## src/rtl/i2c_master_ctrl.sv

```systemverilog
// Single-master I2C sequencer for one-byte register writes and reads.
// SCL/SDA are open-drain: the *_oe outputs pull a line low, the pullup lives outside.
module i2c_master_ctrl #(
    parameter int unsigned CLK_DIV = 250,
    parameter int unsigned REG_W   = 8,
    parameter int unsigned DATA_W  = 8
) (
    input  logic              clk,
    input  logic              rst,
    input  logic              req_valid,
    output logic              req_ready,
    input  logic              req_rw,
    input  logic [6:0]        req_dev,
    input  logic [REG_W-1:0]  req_reg,
    input  logic [DATA_W-1:0] req_wdata,
    output logic              rsp_valid,
    output logic [DATA_W-1:0] rsp_rdata,
    output logic              rsp_nack,
    output logic              busy,
    input  logic              scl_in,
    input  logic              sda_in,
    output logic              scl_oe,
    output logic              sda_oe
);

    localparam int unsigned SW = (REG_W > DATA_W) ? ((REG_W > 8) ? REG_W : 8)
                                                  : ((DATA_W > 8) ? DATA_W : 8);
    localparam int unsigned CW = (CLK_DIV > 1) ? $clog2(CLK_DIV) : 1;
    localparam int unsigned BW = $clog2(SW + 1);
    localparam logic [CW-1:0] CntMax = CW'(CLK_DIV - 1);

    typedef enum logic [3:0] {
        StIdle, StStart, StDevW, StAckA, StReg, StAckR, StWdata, StAckD,
        StRstart, StDevR, StAckA2, StRdata, StMnack, StStop, StDone
    } state_e;

    state_e            state_q, state_d;
    logic [CW-1:0]     cnt_q, cnt_d;
    logic [1:0]        qtr_q, qtr_d;
    logic [BW-1:0]     bit_q, bit_d;
    logic [SW-1:0]     tx_q, tx_d;
    logic              rw_q, rw_d;
    logic [6:0]        dev_q, dev_d;
    logic [REG_W-1:0]  reg_q, reg_d;
    logic [DATA_W-1:0] wdata_q, wdata_d;
    logic [DATA_W-1:0] rdata_q, rdata_d;
    logic              nack_q, nack_d;
    logic              rsp_valid_q;
    logic              scl_oe_q, sda_oe_q;
    logic [1:0]        line_d;

    logic hold, tick, sample, slot_end, byte_last, is_ack;

    // {scl_low, sda_low} for a given slot position; bit is the data bit being sent.
    function automatic logic [1:0] line_levels(state_e st, logic [1:0] q, logic b);
        logic [1:0] lv;
        case (st)
            StIdle, StDone:                    lv = 2'b00;
            StStart:                           lv = {1'b0, q[1]};
            StRstart:                          lv = {q == 2'd0, q[1]};
            StStop:                            lv = {q == 2'd0, q != 2'd3};
            StDevW, StReg, StWdata, StDevR:    lv = {!q[1], !b};
            default:                           lv = {!q[1], 1'b0};
        endcase
        return lv;
    endfunction

    assign req_ready = (state_q == StIdle) && !rst;
    assign busy      = (state_q != StIdle) && !rst;
    assign rsp_valid = rsp_valid_q;
    assign rsp_rdata = rdata_q;
    assign rsp_nack  = nack_q;
    assign scl_oe    = scl_oe_q;
    assign sda_oe    = sda_oe_q;

    // The divider freezes in the high phase while a slave stretches the clock.
    assign hold     = (qtr_q == 2'd2) && !scl_in;
    assign tick     = !hold && (cnt_q == CntMax);
    assign sample   = tick && (qtr_q == 2'd2);
    assign slot_end = tick && (qtr_q == 2'd3);
    assign is_ack   = (state_q == StAckA) || (state_q == StAckR) ||
                      (state_q == StAckD) || (state_q == StAckA2);

    always_comb begin
        case (state_q)
            StReg:            byte_last = (bit_q == BW'(REG_W - 1));
            StWdata, StRdata: byte_last = (bit_q == BW'(DATA_W - 1));
            default:          byte_last = (bit_q == BW'(7));
        endcase
    end

    always_comb begin
        state_d = state_q;
        cnt_d   = cnt_q;
        qtr_d   = qtr_q;
        bit_d   = bit_q;
        tx_d    = tx_q;
        rw_d    = rw_q;
        dev_d   = dev_q;
        reg_d   = reg_q;
        wdata_d = wdata_q;
        rdata_d = rdata_q;
        nack_d  = nack_q;

        case (state_q)
            StIdle: begin
                if (req_valid && req_ready) begin
                    rw_d    = req_rw;
                    dev_d   = req_dev;
                    reg_d   = req_reg;
                    wdata_d = req_wdata;
                    rdata_d = '0;
                    nack_d  = 1'b0;
                    cnt_d   = '0;
                    qtr_d   = 2'd0;
                    state_d = StStart;
                end
            end
            StDone: state_d = StIdle;
            default: begin
                if (!hold) begin
                    if (cnt_q == CntMax) begin
                        cnt_d = '0;
                        qtr_d = qtr_q + 2'd1;
                    end else begin
                        cnt_d = cnt_q + 1'b1;
                    end
                end
                if (sample) begin
                    if (is_ack && sda_in) nack_d = 1'b1;
                    if (state_q == StRdata) rdata_d = (rdata_q << 1) | DATA_W'(sda_in);
                end
                if (slot_end) begin
                    bit_d = bit_q + 1'b1;
                    tx_d  = tx_q << 1;
                    case (state_q)
                        StStart: begin
                            state_d = StDevW;
                            tx_d    = SW'({dev_q, 1'b0}) << (SW - 8);
                        end
                        StDevW:  if (byte_last) state_d = StAckA;
                        StAckA: begin
                            state_d = nack_q ? StStop : StReg;
                            tx_d    = SW'(reg_q) << (SW - REG_W);
                        end
                        StReg:   if (byte_last) state_d = StAckR;
                        StAckR: begin
                            state_d = nack_q ? StStop : (rw_q ? StRstart : StWdata);
                            tx_d    = SW'(wdata_q) << (SW - DATA_W);
                        end
                        StWdata: if (byte_last) state_d = StAckD;
                        StAckD:  state_d = StStop;
                        StRstart: begin
                            state_d = StDevR;
                            tx_d    = SW'({dev_q, 1'b1}) << (SW - 8);
                        end
                        StDevR:  if (byte_last) state_d = StAckA2;
                        StAckA2: state_d = nack_q ? StStop : StRdata;
                        StRdata: if (byte_last) state_d = StMnack;
                        StMnack: state_d = StStop;
                        StStop:  state_d = StDone;
                        default: state_d = StIdle;
                    endcase
                    if (state_d != state_q) bit_d = '0;
                end
            end
        endcase

        // Line enables are registered from next-state values so they change with the slot.
        line_d = line_levels(state_d, qtr_d, tx_d[SW-1]);
    end

    always_ff @(posedge clk) begin
        if (rst) begin
            state_q     <= StIdle;
            cnt_q       <= '0;
            qtr_q       <= 2'd0;
            bit_q       <= '0;
            tx_q        <= '0;
            rw_q        <= 1'b0;
            dev_q       <= '0;
            reg_q       <= '0;
            wdata_q     <= '0;
            rdata_q     <= '0;
            nack_q      <= 1'b0;
            rsp_valid_q <= 1'b0;
            scl_oe_q    <= 1'b0;
            sda_oe_q    <= 1'b0;
        end else begin
            state_q     <= state_d;
            cnt_q       <= cnt_d;
            qtr_q       <= qtr_d;
            bit_q       <= bit_d;
            tx_q        <= tx_d;
            rw_q        <= rw_d;
            dev_q       <= dev_d;
            reg_q       <= reg_d;
            wdata_q     <= wdata_d;
            rdata_q     <= rdata_d;
            nack_q      <= nack_d;
            rsp_valid_q <= (state_q == StDone);
            scl_oe_q    <= line_d[1];
            sda_oe_q    <= line_d[0];
        end
    end

endmodule

```

## config.mk

```make
export PLATFORM = sky130hd
export DESIGN_NAME = i2c_master_ctrl
export DESIGN_NICKNAME = d
export VERILOG_FILES = /design/src/rtl/i2c_master_ctrl.sv
export SDC_FILE = /design/constraint.sdc
export NUM_CORES = 1
export LEC_CHECK = 0
export ABC_AREA = 1
export CORE_UTILIZATION = 59
export CTS_BUF_LIST = sky130_fd_sc_hd__clkbuf_4 sky130_fd_sc_hd__clkbuf_8 sky130_fd_sc_hd__clkbuf_16
export CTS_CLUSTER_SIZE = 12
export DETAILED_ROUTE_END_ITERATION = 12
export PLACE_DENSITY = 0.85
export SYNTH_ARGS = -nofsm -noshare
export SYNTH_HDL_FRONTEND = slang
export SYNTH_SLANG_ARGS = --single-unit
```

## constraint.sdc

```tcl
create_clock -name clk -period 5.56 [get_ports clk]
set_input_delay 1.668 -clock clk [delete_from_list [all_inputs] [get_ports clk]]
set_output_delay 1.668 -clock clk [all_outputs]
set_load 0.005 [all_outputs]
```

## After elaboration in Yosys (flattened, before gate mapping)

Index checks and enable logic that the tools add are counted.

- Bitwise logic cells: 3
- Reductions and logical operators: 32
- Mux-type cells: 35
- Equal/unequal tests: 30
- Add/subtract/negate cells: 3

Operators with widths:

| cell | number |
|---|---|
| 8-bit 2-to-1 mux | 7 |
| 4-bit 2-to-1 mux | 13 |
| 4-bit case mux with 12 select lines | 1 |
| 4-bit == test, second input constant | 11 |
| 8-bit case mux with 2 select lines | 2 |
| 8-bit case mux with 4 select lines | 1 |
| 4-bit by 3-bit == test with 1-bit output, second input constant | 7 |
| 4-bit by 2-bit == test with 1-bit output, second input constant | 3 |
| 2-bit case mux with 5 select lines | 1 |
| 8-bit by 1-bit adder with 8-bit output, second input constant | 1 |
| 4-bit by 1-bit == test with 1-bit output, second input constant | 2 |
| 8-bit == test, second input constant | 1 |
| 1-bit logical AND | 8 |
| 4-bit logical NOT | 2 |
| 8-bit by 1-bit OR with 8-bit output | 1 |
| 4-bit case mux with 2 select lines | 1 |
| 4-bit AND reduction | 2 |
| 2-bit 2-to-1 mux | 3 |
| 2-bit nonzero test | 3 |
| 2-bit OR reduction | 3 |
| 1-bit logical NOT | 5 |
| 4-bit by 1-bit adder with 4-bit output, second input constant | 1 |
| 2-bit == test, second input constant | 2 |
| 2-bit by 1-bit inequality test with 1-bit output, second input constant | 2 |
| 14 further kinds | 20 |

- Flip-flop bits (word level): 62
- Output and inout port bits: 14
- Input bits: 29
- Word-level logic and storage cells: 118

## Longest topological paths before layout

- Depth in word-level cells: 12
- Gate-level depth with buffers: 18
- Depth with buffers taken out: 17

## Least setup slack after synthesis

OpenSTA, ideal clock, no wires.

- Kind: input to output
- Start: input port rst
- End: output port busy
- Required time: 3,892 ps
- Path slack: 1,882 ps
- Path buffers: 1
- Data arrival time: 2,010 ps
- Stages on the path: 2
- Cells stage by stage: clkbuf_1 > nor2_1

- Cells in the longest elaborated chain, start to end: 2

Ends and longest elaborated chain:

| element | RTL line | RTL |
|---|---|---|
| start, declared | 9 | `input logic rst,` |
| 1-bit logical NOT | 69 | `assign busy = (state_q != StIdle) && !rst;` |
| 1-bit logical AND | 69 |  |
| end, declared | 19 | `output logic busy,` |

Every way passes these cells.

## Final worst setup path

Ends and elaborated chain as after synthesis.

==> metrics <==
post-layout min period 4.68 ns; most frequent CP cell clkdlybuf4s50_1; Slowest-stage cell, CP clkdlybuf4s50_1; Setup violations, final 0; sequential area share after synthesis 40.2%; IO Count 43; CTS H-tree lvls 3; RSZ-0062 raised after global routing no; DR WL/cell 13.0 µm; Max-Cap Viols 0; antenna violations before repair 0; global-route wire length before repair 12200 µm; Worst EP arrival 3.02 ns; overall routing resource usage between 20 and 30%; via/cell ratio 5.46; maximum vdd drop 0.189 mV; Area after DPL 3550 µm²; fin. max-slew vios 0; DP HPWL 5140 µm; RD Place Congestion 0.873; pin count of the biggest net entering global routing 46; average size of a mapped cell 6.85 µm²; number of synthesized register bits a little over 60; P per Cell Area 268 nW/µm²; Core Rows 25; clk root buf clkbuf_8; Die X 74.3 µm; design area between 3000 and 4000 µm²; Tcrit/Tclk final 84.3%; Post-Synthesis Cell Area 3090 µm²; Iteration-0 DRC Markers 272; Syn-to-layout area delta 22.2%; vias in the first global route 2761; Hold Fails Final Rpt 0; Tightest Hold Check Type reg2reg; DIE HEIGHT around 74 µm; Worst setup SP type primary input; CTS Buffer Depth 2; Starting Density 63.3%; CTS tree done; clk_skew roughly 0.011 ns; share of post-route cells with drive strength above 1 under 10%; Antenna Nets Post-Route 0; Die Area ~5500 µm²; worst hold slack 0.452 ns; Port-buffer cells 42; distinct cell type count after synthesis 38; Core Area 4880 µm²; crit path kind in2out; Vias 3087; setup TNS 0 ns; outcome completed; LEAKAGE around 1.6 nW; Worst-Margin Slew approximately 0.91 ns; Max-slew headroom 39.5%; drt first pass iters 5; # clock sinks 62; DRT Wirelength 7360 µm; # DRC 0; YS warnings 0; Post-Synthesis Cells 451; crit-path cells clkdlybuf4s50_1 > buf_4 > nor2_1 > clkdlybuf4s50_1; Crit. End Element output port; peak fanout along the critical path 20; total congestion overflow 0; clock slew seen by the registers of the worst setup and hold paths 0.07 ns; worst-skew pair later-pin latency around 0.34 ns; # Post-CTS Setup Buffers 0; Slowest Stage Delay on Critical Path ~0.50 ns; WP data required 3.89 ns; CP top delay family buffers and inverters; commonest non-fill, non-tap cell in the layout nand2_1; PostCTS Resize Cnt 0; Max Fclk 213 MHz; CTS Buf Count 9; Bufs and invs on worst path 3; Mapped Nets roughly 490; n_diodes 0; hold buffer count at CTS 0; Final nets 527; most frequent cells in the layout nand2_1, dfxtp_1, inv_1; FILL cells 390
flip-flops by register name, indices dropped and copies added (netlist names):
name       flops
state_q        4
scl_oe         1
rw_q           1
rsp_rdata      8
bit_q          4
cnt_q          8
sda_oe         1
rsp_nack       1
dev_q          7
qtr_q          2
rsp_valid      1
tx_q           8
reg_q          8
wdata_q        8
cell type report:
cell class                 instances  area (µm²)  area share [%]
multi-input combinational        320        1580            41.8
sequential                        62        1240            32.9
clock inverter                     3        67.6            1.79
tap                               67        83.8            2.22
clock buffer                      13         160            4.24
timing repair buffer              43         428            11.3
inverter                          57         214            5.67
Yosys cell counts:
cell type,number,area [µm²]
a211oi_1,4,30.0
a21boi_0,1,7.51
a21boi_1,1,7.51
a21oi_1,43,215
a221oi_1,1,8.76
a31oi_1,6,37.5
buf_1,2,7.51
buf_2,1,5.00
buf_6,1,11.3
clkbuf_1,8,30.0
clkinv_1,1,3.75
dfxtp_1,62,1240
ha_1,5,62.6
inv_1,49,184
inv_2,7,26.3
nand2_1,107,402
nand2_2,8,50.1
nand2_4,1,11.3
nand3_1,37,185
nand3_2,1,10.0
nand3b_1,1,7.51
nand4_1,5,31.3
nand4_2,1,12.5
nor2_1,42,158
nor2_2,4,25.0
nor2_4,1,11.3
nor3_1,2,10.0
nor3b_1,1,7.51
nor4_1,1,6.26
o2111ai_1,1,8.76
o211ai_1,1,7.51
o21ai_0,27,135
o21ai_1,2,10.0
o21ai_2,3,26.3
o21bai_1,1,7.51
o22ai_1,6,37.5
or2_2,1,6.26
xor2_1,5,43.8
final timing paths:
kind                                 from                   endpoint  slack, ns  cells past startpoint
setup / recovery                      rst                       busy       0.88                      4
hold reg to reg   wdata_q[0]$_SDFFE_PP0P_    wdata_q[0]$_SDFFE_PP0P_       0.45                      2
setup reg to reg    state_q[3]$_SDFF_PP0_  rsp_rdata[1]$_SDFFE_PP0P_       3.11                     11
hold / removal    wdata_q[0]$_SDFFE_PP0P_    wdata_q[0]$_SDFFE_PP0P_       0.45                      2
through the flow:
stage / setup slack [ns] / power, W / instances / util, %
after detailed placement: 0.879 / 0.000569 / 549 / 72.7
final: 0.875 / 0.00101 / 565 / 77.3
after floorplan: 1.88 / 0.000532 / 451 / -
after global routing: 0.826 / 0.00105 / 565 / 77.3
after global placement: 0.904 / 0.000566 / 549 / 72.7
after CTS: 0.876 / 0.00101 / 565 / 77.3
tightest hold or removal path, cell delays in order (launching register included):
cell and delay (ns):
dfxtp_1 0.30, inv_1 0.06, a21oi_1 0.05
metal layers:
metal | vias to the layer above | global-route usage (%) | share of wire (%) | routed length (µm)
li1 | 1561 | - | - | -
met3 | 15 | 6.91 | 5.5 | 407
met1 | 1396 | 36.6 | 44 | 3210
met5 | - | 0 | 0 | 0
met2 | 115 | 48.5 | 49 | 3590
met4 | 0 | 10.3 | 2.1 | 151
logic make-up after synthesis:
group	count (synthesis)	share of synthesized area (%)
AOI/OAI and AO/OA	97	17.5
buffers and inverters	69	8.67
DFF	62	40.2
and+or+nand+nor	213	30.2
xor gates and xnor gates	5	1.42
adders and majority gates	5	2.03
power by group:
group	total, W	internal [W]	switching (W)
Sequential	0.000467	0.000460	0.00000762
Clock	0.000449	0.000280	0.000169
Combinational	0.0000937	0.0000384	0.0000553
No activity file was read; power rests on OpenSTA's default activity.
